`src/rtl/regfile_pkg.sv`:
```
// Shared types and default sizes for the 2-read/1-write register file.
package regfile_pkg;

  typedef enum logic {
    INIT = 1'b0,
    RUN  = 1'b1
  } state_e;

  localparam int DEF_WIDTH = 32;
  localparam int DEF_DEPTH = 16;

endpackage

```
`src/rtl/regfile_if.sv`:
```
// Write, read and status signals of the register file, grouped as one bus.
interface regfile_if
  import regfile_pkg::*;
#(
  parameter int WIDTH = DEF_WIDTH,
  parameter int DEPTH = DEF_DEPTH
) ();

  localparam int ADDR_W = $clog2(DEPTH);

  logic              clear;
  logic              ld;
  logic [ADDR_W-1:0] d_select;
  logic [WIDTH-1:0]  input_data;
  logic [ADDR_W-1:0] m1_select;
  logic [ADDR_W-1:0] m2_select;
  logic [WIDTH-1:0]  rdata1;
  logic [WIDTH-1:0]  rdata2;
  logic              ready;

  modport master (
    output clear, ld, d_select, input_data, m1_select, m2_select,
    input  rdata1, rdata2, ready
  );

  modport slave (
    input  clear, ld, d_select, input_data, m1_select, m2_select,
    output rdata1, rdata2, ready
  );

endinterface

```
`src/rtl/regfile_rd_port.sv`:
```
// One registered read port: storage mux, write-first bypass and output register.
module regfile_rd_port
  import regfile_pkg::*;
#(
  parameter int WIDTH    = DEF_WIDTH,
  parameter int DEPTH    = DEF_DEPTH,
  parameter int ZERO_REG = 0,
  localparam int ADDR_W  = $clog2(DEPTH)
) (
  input  logic              clk,
  input  logic              rst_n,
  input  logic              run_i,
  input  logic [ADDR_W-1:0] sel_i,
  input  logic              wr_en_i,
  input  logic [ADDR_W-1:0] wr_addr_i,
  input  logic [WIDTH-1:0]  wr_data_i,
  input  logic [WIDTH-1:0]  mem_i [DEPTH],
  output logic [WIDTH-1:0]  rdata_o
);

  logic [WIDTH-1:0] rdata_d;
  logic [WIDTH-1:0] rdata_q;

  // wr_en_i already excludes suppressed writes, so a hit always forwards
  always_comb begin
    rdata_d = mem_i[sel_i];
    if (wr_en_i && (wr_addr_i == sel_i)) rdata_d = wr_data_i;
    if ((ZERO_REG != 0) && (sel_i == '0)) rdata_d = '0;
    if (!run_i) rdata_d = '0;
  end

  // output register stage
  always_ff @(posedge clk) begin
    if (!rst_n) rdata_q <= '0;
    else        rdata_q <= rdata_d;
  end

  assign rdata_o = rdata_q;

endmodule

```
`src/rtl/regfile_2r1w.sv`:
```
// Register file with one write port, two bypassed registered read ports and a
// clear sweep that zeroes every entry after reset or on request.
module regfile_2r1w
  import regfile_pkg::*;
#(
  parameter int WIDTH    = DEF_WIDTH,
  parameter int DEPTH    = DEF_DEPTH,
  parameter int ZERO_REG = 0,
  localparam int ADDR_W  = $clog2(DEPTH)
) (
  input  logic      clk,
  input  logic      rst_n,
  regfile_if.slave  bus
);

  state_e            state_q, state_d;
  logic [ADDR_W-1:0] cnt_q, cnt_d;
  logic [WIDTH-1:0]  mem_q [DEPTH];
  logic              run;
  logic              wr_en;
  logic [WIDTH-1:0]  rdata1_w;
  logic [WIDTH-1:0]  rdata2_w;

  assign run   = (state_q == RUN);
  // a clear in the same cycle discards the write
  assign wr_en = run && bus.ld && !bus.clear &&
                 !((ZERO_REG != 0) && (bus.d_select == '0));

  always_comb begin
    state_d = state_q;
    cnt_d   = cnt_q;
    unique case (state_q)
      INIT: begin
        cnt_d = cnt_q + 1'b1;
        if (cnt_q == ADDR_W'(DEPTH - 1)) state_d = RUN;
      end
      RUN: begin
        if (bus.clear) begin
          state_d = INIT;
          cnt_d   = '0;
        end
      end
      default: state_d = INIT;
    endcase
  end

  always_ff @(posedge clk) begin
    if (!rst_n) begin
      state_q <= INIT;
      cnt_q   <= '0;
    end else begin
      state_q <= state_d;
      cnt_q   <= cnt_d;
    end
  end

  // storage has no reset; the sweep is what zeroes it
  always_ff @(posedge clk) begin
    if (rst_n) begin
      if (!run)       mem_q[cnt_q]        <= '0;
      else if (wr_en) mem_q[bus.d_select] <= bus.input_data;
    end
  end

  regfile_rd_port #(.WIDTH(WIDTH), .DEPTH(DEPTH), .ZERO_REG(ZERO_REG)) u_rd1 (
    .clk       (clk),
    .rst_n     (rst_n),
    .run_i     (run),
    .sel_i     (bus.m1_select),
    .wr_en_i   (wr_en),
    .wr_addr_i (bus.d_select),
    .wr_data_i (bus.input_data),
    .mem_i     (mem_q),
    .rdata_o   (rdata1_w)
  );

  regfile_rd_port #(.WIDTH(WIDTH), .DEPTH(DEPTH), .ZERO_REG(ZERO_REG)) u_rd2 (
    .clk       (clk),
    .rst_n     (rst_n),
    .run_i     (run),
    .sel_i     (bus.m2_select),
    .wr_en_i   (wr_en),
    .wr_addr_i (bus.d_select),
    .wr_data_i (bus.input_data),
    .mem_i     (mem_q),
    .rdata_o   (rdata2_w)
  );

  assign bus.rdata1 = rdata1_w;
  assign bus.rdata2 = rdata2_w;
  assign bus.ready  = run;

endmodule

```
`src/flat_wrapper.sv`:
```
// flat-port wrapper written by rule: the top's interface ports become plain ports
module regfile_2r1w_flat import regfile_pkg::*;
#(
  parameter int WIDTH    = DEF_WIDTH,
  parameter int DEPTH    = DEF_DEPTH,
  parameter int ZERO_REG = 0,
  localparam int ADDR_W  = $clog2(DEPTH)
)
  (clk, rst_n, bus_clear, bus_ld, bus_d_select, bus_input_data, bus_m1_select, bus_m2_select, bus_rdata1, bus_rdata2, bus_ready);
  regfile_if #(.WIDTH(WIDTH), .DEPTH(DEPTH)) bus_i ();
  input  logic clk;
  input  logic rst_n;
  input wire logic [$bits(bus_i.clear)-1:0] bus_clear;
  input wire logic [$bits(bus_i.ld)-1:0] bus_ld;
  input wire logic [$bits(bus_i.d_select)-1:0] bus_d_select;
  input wire logic [$bits(bus_i.input_data)-1:0] bus_input_data;
  input wire logic [$bits(bus_i.m1_select)-1:0] bus_m1_select;
  input wire logic [$bits(bus_i.m2_select)-1:0] bus_m2_select;
  output wire logic [$bits(bus_i.rdata1)-1:0] bus_rdata1;
  output wire logic [$bits(bus_i.rdata2)-1:0] bus_rdata2;
  output wire logic [$bits(bus_i.ready)-1:0] bus_ready;
  assign bus_i.clear = bus_clear;
  assign bus_i.ld = bus_ld;
  assign bus_i.d_select = bus_d_select;
  assign bus_i.input_data = bus_input_data;
  assign bus_i.m1_select = bus_m1_select;
  assign bus_i.m2_select = bus_m2_select;
  assign bus_rdata1 = bus_i.rdata1;
  assign bus_rdata2 = bus_i.rdata2;
  assign bus_ready = bus_i.ready;
  regfile_2r1w #(.WIDTH(WIDTH), .DEPTH(DEPTH), .ZERO_REG(ZERO_REG)) u_core (.clk(clk), .rst_n(rst_n), .bus(bus_i));
endmodule
```
`config.mk`:
```
export PLATFORM = sky130hd
export DESIGN_NAME = regfile_2r1w_flat
export DESIGN_NICKNAME = d
export VERILOG_FILES = /design/src/rtl/regfile_pkg.sv /design/src/rtl/regfile_if.sv /design/src/rtl/regfile_rd_port.sv /design/src/rtl/regfile_2r1w.sv /design/src/flat_wrapper.sv
export SDC_FILE = /design/constraint.sdc
export NUM_CORES = 1
export LEC_CHECK = 0
export CORE_MARGIN = 4
export CORE_UTILIZATION = 45
export CTS_BUF_LIST = sky130_fd_sc_hd__clkbuf_4
export DETAILED_ROUTE_END_ITERATION = 8
export GPL_TIMING_DRIVEN = 0
export SYNTH_ARGS = -nofsm -noshare
export SYNTH_HDL_FRONTEND = slang
export SYNTH_SLANG_ARGS = --single-unit
```
`constraint.sdc`:
```
create_clock -name clk -period 3.7 [get_ports clk]
set_input_delay 0.74 -clock clk [delete_from_list [all_inputs] [get_ports clk]]
set_output_delay 0.74 -clock clk [all_outputs]
set_load 0.02 [all_outputs]
```
== Word level (Yosys, flattened, before mapping) ==
Cells that the tools add are included.
Storage, ports and cells
  register bits after elaboration: 581
  input bits: 48
  output and inout port bits: 65
Cells by class
  add/subtract/negate cells: 1
  order comparisons: 6
  eq/ne operators: 5
  muxes and demuxes: 20
  bitwise operators: 7
  reduce and logical (&&, ||, !) cells: 9
Operators by type and width (number)
  $mux W512: 2
  $and A512 B512 Y512: 1
  $bwmux W512: 1
  $not A512 Y512: 1
  $bmux W32 S4: 2
  $demux W32 S4: 2
  $mux W32: 8
  $ge A5 B5 Y1 const B: 4
  $not A4 Y5: 4
  $lt A5 B1 Y1 const B: 2
  $eq A4 B4 Y1: 2
  $pmux W4 S2: 1
  $logic_and A1 B1 Y1: 6
  $add A4 B1 Y4 const B: 1
  $eq A4 B4 Y1 const B: 1
  $mux W4: 1
  $ne A2 B2 Y1 const B: 2
  $reduce_and A2 Y1: 2
  $mux W1: 2
  $pmux W1 S2: 1
  $logic_not A1 Y1: 1
  $not A1 Y1: 1

== Logic depth before layout (Yosys ltp) ==
  depth in word-level cells: 8
  mapped depth: 7
  gate-level depth less buffers: 5

== By module ==
A second synthesis with hierarchy kept.
Second synthesis, totals
  cell total of the unflattened synthesis: 2172
  area total of the unflattened synthesis: 31315.0 um^2
By module, submodules not included
  regfile_2r1w: instances 1, cells each 1470, area each 21758.4 um^2
  regfile_rd_port: instances 2, cells each 351, area each 4778.3 um^2

== Worst setup path before layout ==
OpenSTA, ideal clock, no wires.
  path type: in2reg
  from: in bus_d_select[1]
  to: reg u_core.mem_q[448] (netlist bit), enable pin
  arrival: 3088 ps
  required time: 3268 ps
  slack: 180 ps
  cell stages on the path: 6
  cells stage by stage: buf_2 nand2b_1 nor3_1 inv_1 clkbuf_1 a21oi_1
RTL lines
  start, declared: RTL line flat_wrapper.sv:15  | input wire logic [$bits(bus_i.d_select)-1:0] bus_d_select;
  end signal, assigned by index: RTL line regfile_2r1w.sv:61  | else if (wr_en) mem_q[bus.d_select] <= bus.input_data;
  end, declared: RTL line regfile_2r1w.sv:18  | logic [WIDTH-1:0] mem_q [DEPTH];

== Worst setup path in the final report ==
  from: reg u_core.state_q (netlist: u_core.bus.ready)
  to: reg u_core.mem_q[423] (netlist bit), enable pin
On the way
  cells in the longest elaborated chain, start to end: 4
Ends and longest elaborated chain
  start, declared: RTL line regfile_2r1w.sv:16  | state_e state_q, state_d;
  start signal, assigned: RTL line regfile_2r1w.sv:52  | state_q <= state_d;
  $logic_and A1 B1 Y1 (2 in a row): RTL line regfile_2r1w.sv:26  | assign wr_en = run && bus.ld && !bus.clear &&
  $ne A2 B2 Y1 (no source line) *
  $reduce_and A2 Y1 (no source line) *
Every way passes the cells marked *; elsewhere a longest branch is shown, timed or not.
A chain may end at the register's enable or synchronous reset.

==> metrics list <==
* Number of antenna violations at the first check in global routing: 5
- For this run, the register share of the synthesized area comes to 0.546.
* Floorplan die area: 0.0724 mm2
- Fraction of final layout cells with drive strength greater than 1: 0.204
- Synthesis produced 2515 cells.
- Clock sink count: 581
* Rows: 95
- CTS built an H-tree with a depth of 4.
- Leading cell types in the layout, fill and taps excluded: sky130_fd_sc_hd__nand2_1 (613), sky130_fd_sc_hd__o21ai_0 (513), sky130_fd_sc_hd__edfxtp_1 (512)
- Maximum number of pins on one net before global-route repair: 20
* Most frequent standard cell in the layout excluding fill and tap cells: sky130_fd_sc_hd__nand2_1
* Clock skew: 68.1 ps
* Data required time at the worst endpoint: 4410 ps
- In the post-synthesis netlist, the biggest area contributors are sky130_fd_sc_hd__edfxtp_1 (50%), sky130_fd_sc_hd__mux4_2 (19%), sky130_fd_sc_hd__o21ai_0 (8.4%), sky130_fd_sc_hd__nand2_1 (7.5%), sky130_fd_sc_hd__dfxtp_1 (4.5%).
* Setup fix buffers added after clock tree synthesis: 0
- The worst setup path is launched from a register.
- At the end of routability-driven placement, the weighted congestion stood at 0.949.
- Overflow after GRT: 0
- The multi-input combinational cells in the finished layout cover a total of 0.0129 mm2.
- Type of element capturing the critical path: register
- Number of hold buffers added after cts: 0
* CTS tree: done
* Total iterations of the first detailed-routing run: 8
* Number of global-route vias before repair: 25664
- Number of max-slew violations in the final report: 0
* Peak Freq: 282 MHz
- The first global-routing pass estimated 179 mm of wire.
- Register Area: 0.0168 mm2
* Die Ht: 269 um
* Average detailed-routed wire length per instance: 33.3 um
- The tree is rooted in a sky130_fd_sc_hd__clkbuf_4.
* Remaining number of nets flagged by the antenna check after routing: 0
* Post-route total power: 0.0162 W
- Relative to the synthesized area, the layout overhead comes to 16.4%.
* Static leakage: 13.1 nW
* Max FO, Critical Path: 18
- Slew at the pin closest to its max-slew limit: 1320 ps
- Dividing total power by cell area gives a power density of 455 mW/mm2.
* Synth area leader: sky130_fd_sc_hd__edfxtp_1
* Final-stage net count: 2861
- Headroom to the max-slew limit came out at 0.117.
- Instance count along the most critical hold path: 2
- The number of nets handed over by synthesis was 2567.
- The count of endpoints failing hold in the final timing report was 0.
- Setup repair after global routing left no endpoint under its margin.
- The die is 269 um wide.
* Core area: 0.0674 mm2
* Yosys warning total: 0
- Combined global-route utilization of all metal layers: 0.350
* Peak ir drop on the vdd network: 280 uV
- The critical path is of the register to register type.
- Number of filler cells placed in the layout: 5835
- Cells on worst reg2reg path: 7
* Count of routing violations after the opening detailed-route iteration: 4321
- Max Cap Violations: 0
- Post-synthesis instance area: 0.0307 mm2
- Critical Path AT: 4250 ps
* Syn_area_per_cell: 12.2 um2
- The later pin in the worst-skew pair is clocked with a latency of 1080 ps.
* Layout Utilization: 0.530
- Detailed-placement wirelength estimate: 86.6 mm
- After detailed routing, the number of remaining DRC violations is 0.
- Number of buffers created by CTS: 160
- Synthesized flop and latch total: 581
* Class of the most critical hold timing path: input pin to register
- In the finished design, the share of the clock period the worst path needs comes to 0.957.
- Share of Yosys cell area claimed by the top area cell type: 0.501
* Via-to-Cell Ratio: 6.83
* Worst-case clock buffer depth: 3
- The final layout contains routed wiring with a total length of 127 mm.
* Period minus WS final: 3540 ps
- For this configuration, the core starts out at a cell density of 0.455.
* Clock Pin Slew Worst Setup and Hold Paths: 70 ps
* I/O pin cnt: 113
- Distinct cells, synth: 29
- Buffers on Ports: 110
* Setup violation total in the final timing report: 0
- Number of vias after detailed routing: 26084
* Result of the run: complete, no violations
==> synth_stat cells <==
cell type                  number
sky130_fd_sc_hd__inv_1         14
sky130_fd_sc_hd__a211oi_1       2
sky130_fd_sc_hd__a21oi_1       31
sky130_fd_sc_hd__nor3_1         5
sky130_fd_sc_hd__o22ai_1        1
sky130_fd_sc_hd__xor2_1         8
sky130_fd_sc_hd__nor2b_1        8
sky130_fd_sc_hd__buf_2         14
sky130_fd_sc_hd__clkbuf_1     186
sky130_fd_sc_hd__buf_6         16
sky130_fd_sc_hd__buf_1         14
sky130_fd_sc_hd__a22oi_1      129
sky130_fd_sc_hd__nand3_1        2
sky130_fd_sc_hd__o21ai_0      513
sky130_fd_sc_hd__dfxtp_1       69
sky130_fd_sc_hd__nor2_1        16
sky130_fd_sc_hd__buf_4         15
sky130_fd_sc_hd__edfxtp_1     512
sky130_fd_sc_hd__nand4b_1       2
sky130_fd_sc_hd__mux4_2       256
sky130_fd_sc_hd__nor4_1         2
sky130_fd_sc_hd__nand2b_1       7
sky130_fd_sc_hd__nand4_1        1
sky130_fd_sc_hd__and2_1         4
sky130_fd_sc_hd__nand2_1      614
sky130_fd_sc_hd__a22o_1        64
sky130_fd_sc_hd__a31oi_1        5
sky130_fd_sc_hd__ha_1           4
sky130_fd_sc_hd__nand3b_1       1
==> worst max-delay path: stages (launching register included) <==
cell and delay, ps:
sky130_fd_sc_hd__dfxtp_1 350, sky130_fd_sc_hd__clkbuf_1 310, sky130_fd_sc_hd__clkbuf_2 420, sky130_fd_sc_hd__nand2_1 260
sky130_fd_sc_hd__nand2_2 250, sky130_fd_sc_hd__clkbuf_2 420, sky130_fd_sc_hd__a21oi_4 880, sky130_fd_sc_hd__buf_12 280
==> sequential cells by signal, indices dropped and copies added (netlist names) <==
register / count
u_core.bus.ready: 1
u_core.mem_q: 512
u_core.u_rd2.rdata_o: 32
u_core.u_rd1.rdata_o: 32
u_core.cnt_q: 4
==> kinds of logic after synthesis <==
group | Yosys count | synth area share
xor gates and xnor gates | 8 | 0.00228
buffers and inverters | 259 | 0.0380
and+or+nand+nor | 662 | 0.0835
DFF | 581 | 0.546
muxes | 256 | 0.188
adders and majority gates | 4 | 0.00163
AOI/OAI and AO/OA | 745 | 0.140
==> area by class of cell <==
| cell class | count | area share |
|---|---|---|
| Antenna cell | 4 | 0.000280 |
| Buffer | 245 | 0.0312 |
| Clock buffer | 245 | 0.0515 |
| Clock inverter | 48 | 0.00771 |
| Inverter | 14 | 0.00147 |
| Multi-Input combinational cell | 1675 | 0.362 |
| Sequential cell | 581 | 0.469 |
| Tap cell | 873 | 0.0306 |
| Timing Repair Buffer | 132 | 0.0459 |
==> through the flow <==
step	setup TNS (ps)	worst slack, ps	area, um2	cells	hold WS (ps)
floorplan	0	180	30700	2515	521
global placement	-1479510	-3220	32900	3498	538
detailed placement	-148910	-596	33600	3520	560
CTS	0	137	35700	3813	277
global route	0	146	35700	3815	296
finish	0	159	35700	3817	343
==> where the power goes <==
part	internal [W]	leakage, nW	total (W)	switching [W]
registers	0.00763	5.61	0.00793	0.000293
clock network	0.00323	1.26	0.00618	0.00296
logic	0.000894	6.22	0.00214	0.00124
total	0.0118	13.1	0.0162	0.00449
==> per-layer routing <==
metal  track usage  vias up  part of all wire
met4         0.206        4             0.067
met1         0.437    12773              0.34
met2         0.522     2418              0.44
li1              -    10358                 -
met3         0.132      531              0.15
met5       0.00857        -           0.00064
==> repair_timing <==
action | 4_1_cts | 5_1_grt
endpoints found under the setup margin | 320 | 27
gates cloned | 0 | 0
resized for setup | 2 | 1
==> final timing paths <==
kind	startpoint	end	slack (ps)
max	u_core.bus.ready	u_core.mem_q[423]	160
min	bus_input_data[22]	u_core.u_rd2.rdata_o[22]	340
max reg2reg	u_core.bus.ready	u_core.mem_q[423]	160
min reg2reg	u_core.cnt_q[1]	u_core.cnt_q[1]	570
(Power assumes the default switching activity.)
